**config.mk**
```make
export PLATFORM = sky130hd
export DESIGN_NAME = neuron_act
export DESIGN_NICKNAME = d
export VERILOG_FILES = /design/src/rtl/neuron_pkg.sv /design/src/rtl/neuron_pipe_reg.sv /design/src/rtl/neuron_act.sv
export SDC_FILE = /design/constraint.sdc
export NUM_CORES = 1
export LEC_CHECK = 0
export ABC_AREA = 1
export CORE_MARGIN = 2
export CORE_UTILIZATION = 53
export DETAILED_ROUTE_END_ITERATION = 6
export PLACE_DENSITY = 0.92
export SKIP_LAST_GASP = 1
export SYNTH_ARGS = -nofsm -noshare
export SYNTH_HDL_FRONTEND = slang
export SYNTH_SLANG_ARGS = --single-unit
```
**constraint.sdc**
```tcl
create_clock -name clk -period 4 [get_ports clk]
set_input_delay 0.4 -clock clk [delete_from_list [all_inputs] [get_ports clk]]
set_output_delay 0.4 -clock clk [all_outputs]
set_load 0.005 [all_outputs]
```
**src/rtl/neuron_pkg.sv**
```systemverilog
// Shared types and requantization arithmetic for the neuron activation stage.
// NEURON_ACT_RELU_EN: when defined, negative rounded results are forced to zero before clipping.
package neuron_pkg;

    localparam int unsigned ACC_W = 16;
    localparam int unsigned OUT_W = 8;

    typedef logic signed [ACC_W-1:0] acc_t;
    typedef logic signed [OUT_W-1:0] act_t;

    typedef struct packed {
        logic               sat;
        logic signed [31:0] value;
    } sat_res_t;

    // Round-half-up arithmetic shift, optional ReLU, then clip to a signed out_w-bit range.
    function automatic sat_res_t sat_round(input logic signed [31:0] sum,
                                           input int unsigned        shift,
                                           input int unsigned        out_w);
        logic signed [31:0] r;
        logic signed [31:0] hi;
        logic signed [31:0] lo;
        sat_res_t           res;
        r  = (sum + (32'sd1 <<< (shift - 1))) >>> shift;
        hi = (32'sd1 <<< (out_w - 1)) - 32'sd1;
        lo = -(32'sd1 <<< (out_w - 1));
`ifdef NEURON_ACT_RELU_EN
        if (r < 0) begin
            r = 32'sd0;
        end
`endif
        res.sat   = 1'b0;
        res.value = r;
        if (r > hi) begin
            res.sat   = 1'b1;
            res.value = hi;
        end else if (r < lo) begin
            res.sat   = 1'b1;
            res.value = lo;
        end
        return res;
    endfunction

endpackage

```
**src/rtl/neuron_pipe_reg.sv**
```systemverilog
// Generic valid/ready pipeline register without skid buffer; accepts when empty or draining.
module neuron_pipe_reg #(
    parameter int unsigned Width = 8
) (
    input  logic             clk,
    input  logic             rst,
    input  logic             in_valid_i,
    output logic             in_ready_o,
    input  logic [Width-1:0] in_data_i,
    output logic             out_valid_o,
    input  logic             out_ready_i,
    output logic [Width-1:0] out_data_o
);

    logic             valid_d;
    logic             valid_q;
    logic [Width-1:0] data_d;
    logic [Width-1:0] data_q;

    always_comb begin
        in_ready_o = !valid_q || out_ready_i;
        valid_d    = valid_q;
        data_d     = data_q;
        if (in_ready_o) begin
            valid_d = in_valid_i;
            if (in_valid_i) begin
                data_d = in_data_i;
            end
        end
    end

    always_ff @(posedge clk) begin
        if (rst) begin
            valid_q <= 1'b0;
            data_q  <= '0;
        end else begin
            valid_q <= valid_d;
            data_q  <= data_d;
        end
    end

    assign out_valid_o = valid_q;
    assign out_data_o  = data_q;

endmodule

```
**src/rtl/neuron_act.sv**
```systemverilog
// Post-MAC activation: bias add, rounded requantize, optional ReLU (NEURON_ACT_RELU_EN),
// signed saturation, two-stage valid/ready pipeline and a sticky saturation counter.
module neuron_act #(
    parameter int unsigned ACC_W = neuron_pkg::ACC_W,
    parameter int unsigned OUT_W = neuron_pkg::OUT_W,
    parameter int unsigned SHIFT = 6,
    parameter int unsigned CNT_W = 16
) (
    input  logic                    clk,
    input  logic                    rst,
    input  logic                    in_valid,
    output logic                    in_ready,
    input  logic signed [ACC_W-1:0] acc_in,
    input  logic signed [ACC_W-1:0] bias,
    output logic                    out_valid,
    input  logic                    out_ready,
    output logic signed [OUT_W-1:0] act_out,
    output logic                    sat_flag,
    output logic        [CNT_W-1:0] sat_cnt
);

    import neuron_pkg::*;

    localparam int unsigned SumW = ACC_W + 1;

    logic signed [SumW-1:0]  sum_d;
    logic signed [SumW-1:0]  sum_q;
    logic                    s1_valid;
    logic                    s2_ready;
    sat_res_t                res;
    logic        [OUT_W:0]   s2_data_d;
    logic        [OUT_W:0]   s2_data_q;
    logic        [CNT_W-1:0] cnt_d;
    logic        [CNT_W-1:0] cnt_q;

    assign sum_d = $signed({acc_in[ACC_W-1], acc_in}) + $signed({bias[ACC_W-1], bias});

    neuron_pipe_reg #(
        .Width (SumW)
    ) u_s1 (
        .clk         (clk),
        .rst         (rst),
        .in_valid_i  (in_valid),
        .in_ready_o  (in_ready),
        .in_data_i   (sum_d),
        .out_valid_o (s1_valid),
        .out_ready_i (s2_ready),
        .out_data_o  (sum_q)
    );

    always_comb begin
        res       = sat_round(32'(sum_q), SHIFT, OUT_W);
        s2_data_d = {res.sat, res.value[OUT_W-1:0]};
    end

    neuron_pipe_reg #(
        .Width (OUT_W + 1)
    ) u_s2 (
        .clk         (clk),
        .rst         (rst),
        .in_valid_i  (s1_valid),
        .in_ready_o  (s2_ready),
        .in_data_i   (s2_data_d),
        .out_valid_o (out_valid),
        .out_ready_i (out_ready),
        .out_data_o  (s2_data_q)
    );

    assign sat_flag = s2_data_q[OUT_W];
    assign act_out  = s2_data_q[OUT_W-1:0];

    // Counts delivered saturated samples only; sticks at all-ones.
    always_comb begin
        cnt_d = cnt_q;
        if (out_valid && out_ready && sat_flag && (cnt_q != '1)) begin
            cnt_d = cnt_q + 1'b1;
        end
    end

    always_ff @(posedge clk) begin
        if (rst) begin
            cnt_q <= '0;
        end else begin
            cnt_q <= cnt_d;
        end
    end

    assign sat_cnt = cnt_q;

endmodule

```
==> flow_metrics.py, run 1 <==
metrics = {
    "setup_path": {
        "slowest_stage": "clkdlybuf4s50_1",
        "worstPathArrival_ps": 2190,
        "cp-end-kind": "flip-flop",
        "cp_data_required_time_ps": 4200,
        "cpPeakStageDelay_ps": 410,
        "path_max_fanout": 5,
        "start_kind": "input port",
        "crit_chain": "clkdlybuf4s50_1, ha_1, inv_1, o21ai_0, a21oi_1, nand2_1, a21oi_1, nand2b_1, nand3_1, nand2_1, inv_1",
        "worstSetupPathType": "input port to flip-flop",
    },
    "final_layout": {
        "drive_gt1_share_pct": 4.84,
        "antenna_cells": 0,
        "syn_to_final_growth_pct": 28.4,
        "utilization_pct": 70.5,
        "num-fill-cells": 459,
        "fin_nets": 570,
    },
    "sta": {
        "slew_headroom_pct": 68.9,
        "min_period_over_period_pct": 49.7,
        "drv_slew": 0,
        "rsz0062_at_grt": "false",
        "fmax_ghz": 0.503,
        "tns_ps": 0,
        "worst_pin_slew_ps": 466,
        "finalSetupViolCount": 0,
        "fin_crit_ps": 1990,
        "final-hold-violation-count": 0,
        "fin_skew_ps": 6.73,
    },
    "synth": {
        "synth_most_common_cell": "nand2_1",
        "synth_area_um2": 2820,
        "synth_async_sr_flop_share_pct": 0,
        "syn_nets": 505,
        "synth_top_area_share_pct": 27.7,
        "syn_avg_cell_area_um2": 6.24,
        "synth.area.top_cells": "dfxtp_1 28%, nand2_1 14%, inv_1 9.0%",
        "ys_seq_area_share_pct": 27.7,
        "yosys.area.top_type": "dfxtp_1",
        "yosysWarnings": 0,
        "synth-edff-count": 0,
        "synth_cell_types": 33,
        "yosys-top-cells-count": "104 x nand2_1, 68 x inv_1, 60 x nor2_1",
        "synthFlopType": "dfxtp_1",
        "synthCells": 452,
        "synth_seq_cells": 39,
    },
    "routing": {
        "drt_pre_antenna_iters": 5,
        "wl_per_cell_um": 11.5,
        "wl_mm": 6.76,
        "vias": 3050,
        "drt_iter0_drc": 177,
        "postRouteAntennaNets": 0,
        "via_per_inst": 5.20,
        "drc_errors": 0,
    },
    "placement": {
        "io_buffer_count": 62,
        "gp_congestion": 0.924,
        "hpwl_mm": 5.48,
    },
    "global_routing": {
        "grt_pass1_vias": 2845,
        "track_usage_pct": 23.9,
        "grt_max_degree": 25,
        "gr-total-overflow": 0,
        "antenna_found_initial": 0,
        "grt_pass1_wl_mm": 11.9,
    },
    "cts": {
        "clk_pin_slew_ps": 70,
        "htree_levels": 2,
        "cts_buffers": 5,
        "post_cts.repair.setup_buffers": 0,
        "cts.path.max_buffers": 2,
        "clock_latency_ps": 300,
        "cts-root-buf": "clkbuf_8",
        "post_cts_resized": 0,
        "cts.sinks": 39,
        "tritoncts": "built",
        "hold_buffers": 0,
    },
    "floorplan": {
        "die_width_um": 77.0,
        "die_h_um": 77.0,
        "initial_core_util_pct": 54.9,
        "boundaryPins": 63,
        "core-area_um2": 5140,
        "die_area_um2": 5930,
        "placementRows": 26,
    },
    "pwr": {
        "leakage_nw": 1.65,
        "vdd.ir_drop.worst_mv": 0.145,
        "p_per_area_nw_per_um2": 276,
    },
    "job": {
        "maxCapViolCount": 0,
    },
    "status": {
        "status": "finished clean",
    },
    "min_path": {
        "hold_class": "flip-flop to flip-flop",
    },
}
[sequential cells by signal (all words and copies together), names as in the netlist]
register          cells
sat_cnt              16
u_s1.out_data_o      12
u_s1.out_valid_o      1
u_s2.out_data_o       9
u_s2.out_valid_o      1
[cell type report]
class,count,area [um^2],share of cell area (%)
multi-input cells,336,1750,48.3
flip-flops and latches,39,781,21.5
repair buffers,63,628,17.3
inverters,72,273,7.53
well taps,70,87.6,2.42
clock buffers,5,68.8,1.90
clock inverters,2,37.5,1.04
[stage by stage]
| stage | cell area (um^2) | hold WS [ps] | cells | setup WS [ps] | power, W |
|---|---|---|---|---|---|
| after floorplan | 2820 | 462 | 452 | 2340 | 0.000596 |
| after global placement | 3520 | 454 | 580 | 1740 | 0.000679 |
| after detailed placement | 3520 | 477 | 580 | 1730 | 0.000688 |
| after CTS | 3620 | 489 | 587 | 2030 | 0.00101 |
| after global routing | 3620 | 519 | 587 | 1730 | 0.00106 |
| final | 3620 | 486 | 587 | 2010 | 0.00100 |
[worst paths after layout]
check,slack [ps],depth (start not counted),from,end
setup / recovery,2010,11,acc_in[6],u_s1.out_data_o[11]$_SDFFE_PP0P_
hold / removal,490,2,u_s2.out_data_o[7]$_SDFFE_PP0P_,u_s2.out_data_o[7]$_SDFFE_PP0P_
setup reg to reg,2170,12,u_s1.out_data_o[6]$_SDFFE_PP0P_,u_s2.out_data_o[2]$_SDFFE_PP0P_
hold reg to reg,490,2,u_s2.out_data_o[7]$_SDFFE_PP0P_,u_s2.out_data_o[7]$_SDFFE_PP0P_
[critical path, delay by kind of cell]
kind	cells	cell delay, ps
adders and majority gates	1	360
and+or+nand+nor	4	410
buffers and inverters	3	530
AOI/OAI and AO/OA	3	480
[power by group]
part	switching (W)	internal, W
registers	0.0000177	0.000409
clock network	0.000138	0.000182
logic	0.000141	0.000115
total	0.000296	0.000706
[logic make-up after synthesis]
kind of cell / share of synthesized area, %
simple gates: 35.2
compound gates: 15.2
buf+inv: 10.4
flops: 27.7
fa+ha+maj: 7.54
xor+xnor: 4.03
[metal layers]
| metal | GRT usage [%] | up-vias | wire (um) |
|---|---|---|---|
| met5 | 0 | - | 0 |
| met4 | 9.11 | 0 | 91 |
| met3 | 3.18 | 10 | 288 |
| met2 | 43.1 | 79 | 3380 |
| met1 | 28.9 | 1380 | 3000 |
| li1 | - | 1581 | - |
[placed cells by master (no fill, tap or decap), types with 2 or more instances in the layout]
cell type        count
xor2_1              12
nand3_1             31
o21bai_1             4
clkbuf_8             5
a21oi_2              2
a21o_1               2
nand2_1            104
clkdlybuf4s50_1     62
nand3b_1             3
a31oi_1              2
dfxtp_1             39
nor3_1               5
nand4_1              7
nor2_1              60
inv_2                2
nand2_2              6
a21oi_1             38
o211ai_1             2
nor2_4               3
ha_1                17
o21ai_1              8
inv_1               68
o21ai_0             22
Note: power is estimated with default switching activity, not from simulation.
==> inputs of run 2 (changes only) <==
--- a/config.mk
+++ b/config.mk
@@ -7,9 +7,9 @@
 export LEC_CHECK = 0
 export ABC_AREA = 1
 export CORE_MARGIN = 2
-export CORE_UTILIZATION = 53
+export CORE_UTILIZATION = 46
 export DETAILED_ROUTE_END_ITERATION = 6
-export PLACE_DENSITY = 0.92
+export PLACE_DENSITY = 0.86
 export SKIP_LAST_GASP = 1
 export SYNTH_ARGS = -nofsm -noshare
 export SYNTH_HDL_FRONTEND = slang
==> constraint.sdc (replaced) <==
create_clock -name clk -period 1.6 [get_ports clk]
set_input_delay 0.16 -clock clk [delete_from_list [all_inputs] [get_ports clk]]
set_output_delay 0.16 -clock clk [all_outputs]
set_load 0.005 [all_outputs]
==> run 2 against run 1 <==
The flow now finishes with violations (setup timing). Global-route usage decreased by 1.5 points. Utilization increased by 4.2 points. Wire length increased by 22%. Sequential share of layout area decreased by 3.6 points. Largest power group unchanged. Register-to-register slack got worse by 2200 ps. Final cell count increased by 9.9%. Count of clock-buffer cells in the layout increased by 1. Design area increased by 22%.
==> flow_metrics.py, run 2 (synthesis results as in run 1) <==
metrics = {
    "status": {
        "status": "finished, violations left",
        "violations": "setup timing",
    },
    "sta": {
        "fin_skew_ps": 3.13,
        "fmax_ghz": 0.610,
        "final-hold-violation-count": 0,
        "drv_slew": 0,
        "worst_pin_slew_ps": 534,
        "finalSetupViolCount": 3,
        "setup_slack_ps": -39.6,
        "slew_headroom_pct": 64.3,
        "fin_crit_ps": 1640,
        "rsz0062_at_grt": "true",
        "min_period_over_period_pct": 102,
    },
    "final_layout": {
        "antenna_cells": 0,
        "final_cell_mix": "92 x nand2_1, 66 x inv_1, 55 x buf_4",
        "syn_to_final_growth_pct": 56.7,
        "final_common_cell": "nand2_1",
        "drive_gt1_share_pct": 25.6,
        "num-fill-cells": 415,
        "fin_nets": 624,
        "largest_register_ffs": 16,
    },
    "cts": {
        "htree_levels": 2,
        "cts-root-buf": "clkbuf_8",
        "clock_latency_ps": 290,
        "hold_buffers": 0,
        "cts.sinks": 39,
        "tritoncts": "built",
        "clk_pin_slew_ps": 70,
        "cts.path.max_buffers": 2,
        "cts_buffers": 5,
    },
    "floorplan": {
        "initial_core_util_pct": 47.7,
        "core-area_um2": 5920,
        "placementRows": 28,
        "boundaryPins": 63,
        "die_area_um2": 6780,
        "die_h_um": 82.3,
        "die_width_um": 82.3,
    },
    "min_path": {
        "worstHoldStart": "u_s2.out_data_o[7]$_SDFFE_PP0P_",
        "hold_path_end": "u_s2.out_data_o[7]$_SDFFE_PP0P_",
        "holdPathStages": 2,
        "hold_class": "flip-flop to flip-flop",
    },
    "pwr": {
        "p_int_w": 0.00177,
        "sw_frac_of_total_pct": 32.0,
        "power_frac_seq_pct": 41.3,
        "pwr-share-clk_pct": 23.4,
        "p_per_area_nw_per_um2": 588,
        "vdd.ir_drop.worst_mv": 0.446,
        "switchingPower_w": 0.000833,
        "leakage_nw": 2.10,
        "p_total_w": 0.00260,
        "pwr-share-comb_pct": 35.3,
    },
    "setup_path": {
        "cp_data_required_time_ps": 1780,
        "cp_top_family": "simple AND/OR/NAND/NOR gates",
        "r2r_start": "u_s1.out_data_o[6]$_SDFFE_PP0P_",
        "reg2reg_slack_ps": -40,
        "crit_chain": "ha_4, nand2_4, nor2_4, nand3b_1, nand2_2, nand2_2, inv_2, nand3_2, nand2_4, nand2_4, o21ai_2, inv_1",
        "start_kind": "flip-flop",
        "cp-end-kind": "flip-flop",
        "worstSetupPathType": "flip-flop to flip-flop",
        "cp_num_cells": 12,
        "worstPathArrival_ps": 1820,
        "cpMostUsedCell": "nand2_4",
        "slowest_stage": "dfxtp_2",
        "cpPeakStageDelay_ps": 350,
        "r2r_end": "u_s2.out_data_o[3]$_SDFFE_PP0P_",
        "rr_worst_depth": 12,
        "path_max_fanout": 6,
        "path_buf_inv": 2,
    },
    "placement": {
        "gp_congestion": 0.916,
        "place_ws_ps": -390,
        "io_buffer_count": 62,
        "hpwl_mm": 5.63,
    },
    "routing": {
        "wl_mm": 8.27,
        "postRouteAntennaNets": 0,
        "drt_iter0_drc": 208,
        "drt_pre_antenna_iters": 5,
        "vias": 3340,
        "drc_errors": 0,
        "wl_per_cell_um": 12.8,
        "via_per_inst": 5.18,
    },
    "global_routing": {
        "grt_pass1_wl_mm": 12.3,
        "gr-total-overflow": 0,
        "track_usage_pct": 22.5,
        "grt_pass1_vias": 2941,
        "grt_max_degree": 17,
        "antenna_found_initial": 0,
    },
    "job": {
        "maxCapViolCount": 0,
    },
}
==> run 2: changes by cell type in the layout (fill, tap and decap cells not counted), sizes merged, moves of 2 or more <==
cell	change
dlygate4sd2	+2
dlymetal6s2s	+17
buf	+54
clkdlybuf4s50	-19
==> run 2: per-stage QoR <==
step | utilization, % | area (um^2) | cells | setup TNS, ps | hold WS [ps]
final | 74.7 | 4420 | 645 | -48.6 | 472
after CTS | 67.8 | 4010 | 639 | -21.6 | 479
after global placement | 65.2 | 3860 | 630 | -3460 | 454
after global routing | 74.7 | 4420 | 645 | -1240 | 514
after floorplan | - | 2820 | 452 | 0 | 316
after detailed placement | 65.2 | 3860 | 630 | -4310 | 469
==> run 2: how the worst max path moves through the flow <==
stage / start / endpoint / slack (ps)
after floorplan: u_s1.out_data_o[5]$_SDFFE_PP0P_ / u_s2.out_data_o[1]$_SDFFE_PP0P_ / 90
after global placement: acc_in[2] / u_s1.out_data_o[13]$_SDFFE_PP0P_ / -340
after detailed placement: acc_in[2] / u_s1.out_data_o[11]$_SDFFE_PP0P_ / -390
after CTS: acc_in[3] / u_s1.out_data_o[10]$_SDFFE_PP0P_ / -20
after global routing: u_s1.out_data_o[10]$_SDFFE_PP0P_ / u_s2.out_data_o[3]$_SDFFE_PP0P_ / -140
final: u_s1.out_data_o[6]$_SDFFE_PP0P_ / u_s2.out_data_o[3]$_SDFFE_PP0P_ / -40
==> run 2: what timing repair did <==
action,CTS,global route
cloned,0,0
hold endpoints to repair,0,0
buffers inserted,3,7
gates resized for setup,19,90
setup endpoints to repair,17,32
pin swaps,13,32
==> run 2: layout make-up <==
| type | instances | area (um^2) | share of cell area (%) |
|---|---|---|---|
| Clock buffer | 6 | 72.6 | 1.64 |
| Inverter | 72 | 275 | 6.22 |
| Multi-Input combinational cell | 336 | 2110 | 47.8 |
| Sequential cell | 39 | 795 | 18.0 |
| Tap cell | 75 | 93.8 | 2.12 |
| Timing Repair Buffer | 117 | 1070 | 24.3 |
==> run 2: power groups by stage <==
stage | combinational [W] | clock [W] | sequential [W]
floorplan | 0.000410 | 0 | 0.00108
global placement | 0.000710 | 0 | 0.00108
detailed placement | 0.000728 | 0 | 0.00108
CTS | 0.000765 | 0.000619 | 0.00106
global route | 0.00102 | 0.000657 | 0.00108
finish | 0.000918 | 0.000609 | 0.00107
==> run 2: tightest hold or removal path: cells and delay by family (launching register included) <==
| kind | cells | cell delay, ps |
|---|---|---|
| DFF | 1 | 310 |
| and+or+nand+nor | 1 | 60 |
| AOI/OAI and AO/OA | 1 | 50 |
==> run 2: routing by layer <==
metal	vias up	routed length, um	GRT usage, %
met1	1507	3500	28.5
met3	20	371	3.37
li1	1697	-	-
met5	-	0	0
met4	0	158	8.17
met2	116	4240	38.5
==> inputs of run 3 (changes only) <==
--- a/config.mk
+++ b/config.mk
@@ -5,11 +5,11 @@
 export SDC_FILE = /design/constraint.sdc
 export NUM_CORES = 1
 export LEC_CHECK = 0
-export ABC_AREA = 1
 export CORE_MARGIN = 2
-export CORE_UTILIZATION = 46
+export CORE_UTILIZATION = 44
+export CTS_CLUSTER_SIZE = 16
 export DETAILED_ROUTE_END_ITERATION = 6
-export PLACE_DENSITY = 0.86
+export PLACE_DENSITY = 0.85
 export SKIP_LAST_GASP = 1
 export SYNTH_ARGS = -nofsm -noshare
 export SYNTH_HDL_FRONTEND = slang
==> run 3 against run 2 <==
The run still ends with setup timing left. Setup slack lost 65 ps. Register-to-register slack lost 70 ps. Utilization grew 6.2 points. Critical path type unchanged. Combinational power shrank 4.9%. Global-route usage grew 2.0 points. Total power shrank 1.0%. Highest routed layer unchanged. Largest power group unchanged. Fmax shrank 3.8%. Critical endpoint is now sat_cnt[7]$_SDFFE_PP0P_. Sequential power is essentially flat. Die area shrank 11%. Synthesized cell count shrank 34%. Clock power grew 4.8%.
==> flow_metrics.py, run 3 <==
metrics = {
    "status": {
        "status": "finished, violations left",
        "violations": "setup timing",
    },
    "cts": {
        "cts.path.max_buffers": 2,
        "cts-root-buf": "clkbuf_8",
        "clock_latency_ps": 290,
        "clk_pin_slew_ps": 80,
        "cts.sinks": 39,
        "hold_buffers": 0,
        "cts_buffers": 5,
        "tritoncts": "built",
        "htree_levels": 2,
    },
    "routing": {
        "drt_pre_antenna_iters": 5,
        "postRouteAntennaNets": 0,
        "drc_errors": 0,
        "wl_per_cell_um": 15.6,
        "vias": 2885,
        "wl_mm": 8.00,
        "drt_iter0_drc": 152,
        "via_per_inst": 5.63,
    },
    "global_routing": {
        "track_usage_pct": 24.5,
        "grt_max_degree": 23,
        "gr-total-overflow": 0,
        "antenna_found_initial": 0,
        "grt_pass1_vias": 2754,
        "grt_pass1_wl_mm": 12.2,
    },
    "synth": {
        "ys_seq_area_share_pct": 32.8,
        "synth_cell_types": 46,
        "synthFlopType": "dfxtp_1",
        "synth_area_um2": 2380,
        "yosys-top-cells-count": "39 x dfxtp_1, 37 x nand2_1, 29 x a21oi_1",
        "syn_nets": 350,
        "synth_top_area_share_pct": 32.8,
        "synth_async_sr_flop_share_pct": 0,
        "syn_avg_cell_area_um2": 8.01,
        "synth_seq_cells": 39,
        "synthCells": 297,
        "yosys.area.top_type": "dfxtp_1",
        "yosysWarnings": 0,
        "synth_most_common_cell": "dfxtp_1",
        "synth-edff-count": 0,
        "synth.area.top_cells": "dfxtp_1 33%, ha_1 8.9%, a21oi_1 6.1%",
    },
    "final_layout": {
        "drive_gt1_share_pct": 38.7,
        "largest_register_ffs": 16,
        "finalNonFillerCells": 512,
        "antenna_cells": 0,
        "syn_to_final_growth_pct": 75.8,
        "stdcell_area_um2": 4180,
        "final_cell_mix": "79 x buf_4, 33 x clkdlybuf4s50_1, 30 x nand2_1, 30 x dfxtp_1, 23 x a21oi_1",
        "final_common_cell": "buf_4",
        "fin_nets": 494,
        "utilization_pct": 80.9,
    },
    "min_path": {
        "hold_class": "input port to flip-flop",
    },
    "setup_path": {
        "cp-end-kind": "flip-flop",
        "path_max_fanout": 4,
        "start_kind": "flip-flop",
        "worstPathArrival_ps": 1890,
        "worstSetupPathType": "flip-flop to flip-flop",
        "cp_data_required_time_ps": 1780,
    },
    "pwr": {
        "leakage_nw": 1.66,
        "vdd.ir_drop.worst_mv": 0.383,
        "p_per_area_nw_per_um2": 615,
        "p_total_w": 0.00257,
    },
    "job": {
        "maxCapViolCount": 0,
    },
    "sta": {
        "worst_pin_slew_ps": 336,
        "finalSetupViolCount": 14,
        "min_period_over_period_pct": 107,
        "setup_slack_ps": -105,
        "fin_skew_ps": 9.27,
        "drv_slew": 0,
        "slew_headroom_pct": 77.4,
        "fmax_ghz": 0.587,
        "fin_crit_ps": 1700,
        "final-hold-violation-count": 0,
        "rsz0062_at_grt": "true",
    },
    "placement": {
        "placed_cell_area_um2": 3570,
        "hpwl_mm": 4.94,
        "dp.cells": 483,
        "io_buffer_count": 62,
        "gp_congestion": 0.830,
    },
    "floorplan": {
        "boundaryPins": 63,
        "initial_core_util_pct": 46.0,
        "placementRows": 26,
        "core-area_um2": 5170,
        "die_h_um": 77.5,
        "die_width_um": 77.5,
        "die_area_um2": 6010,
    },
}
==> run 3: worst paths after layout <==
kind	from	to	slack, ps	cells after the start
min	bias[14]	u_s1.out_data_o[16]$_SDFFE_PP0P_	380	4
max reg2reg	sat_cnt[6]$_SDFFE_PP0P_	sat_cnt[7]$_SDFFE_PP0P_	-100	7
max	sat_cnt[6]$_SDFFE_PP0P_	sat_cnt[7]$_SDFFE_PP0P_	-100	7
min reg2reg	u_s2.out_data_o[7]$_SDFFE_PP0P_	u_s2.out_data_o[7]$_SDFFE_PP0P_	470	2
==> run 3: metrics by stage <==
step	setup slack, ps	setup TNS [ps]	hold WS, ps
2_1_floorplan	-92.3	-92.3	277
3_5_place_dp	-673	-8630	461
5_1_grt	-167	-1610	406
6_report	-105	-672	383
3_3_place_gp	-634	-7440	445
4_1_cts	-116	-137	456
==> run 3: cell type report <==
class	instances	area (um^2)
multi-input combinational	242	1970
clock inverter	1	5.00
inverter	6	22.5
sequential	39	795
clock buffer	7	76.3
tap	70	87.6
timing repair buffer	147	1230
fill	285	988
==> run 3: layer usage <==
metal / GRT usage (%) / wire length, um / vias up
li1: - / - / 1383
met1: 28.5 / 3310 / 1350
met2: 45.6 / 4020 / 115
met3: 3.49 / 388 / 37
met4: 8.39 / 282 / 0
met5: 0 / 0 / -
==> run 3: power breakdown <==
| group | internal (W) | switching, W |
|---|---|---|
| combinational | 0.000476 | 0.000397 |
| sequential | 0.00102 | 0.0000401 |
| clock | 0.000306 | 0.000332 |
| total | 0.00180 | 0.000769 |
==> run 3: timing repair <==
item	in CTS	in global routing
setup endpoints to repair	29	31
gates resized for setup	74	68
setup buffers	15	6
gates cloned	0	1
pin swaps	32	46
==> run 3: cells by family (layout without fill, tap and decap cells) <==
| group | Yosys count | in the layout | share of synthesized area [%] |
|---|---|---|---|
| AO/OA/AOI/OAI | 76 | 76 | 19.5 |
| XOR/XNOR | 20 | 20 | 7.36 |
| adder cells (fa/ha/maj) | 17 | 17 | 8.94 |
| buffers and inverters | 16 | 161 | 2.68 |
| flip-flops | 39 | 39 | 32.8 |
| multiplexers | 2 | 2 | 0.841 |
| AND/OR/NAND/NOR | 127 | 127 | 27.9 |
==> run 3: critical path, stage by stage (launching register included) <==
cell	delay, ps
dfxtp_2	350
and3_1	240
and2_2	220
nand4_1	230
buf_4	230
nand3_2	70
xor2_1	180
nor2_1	70
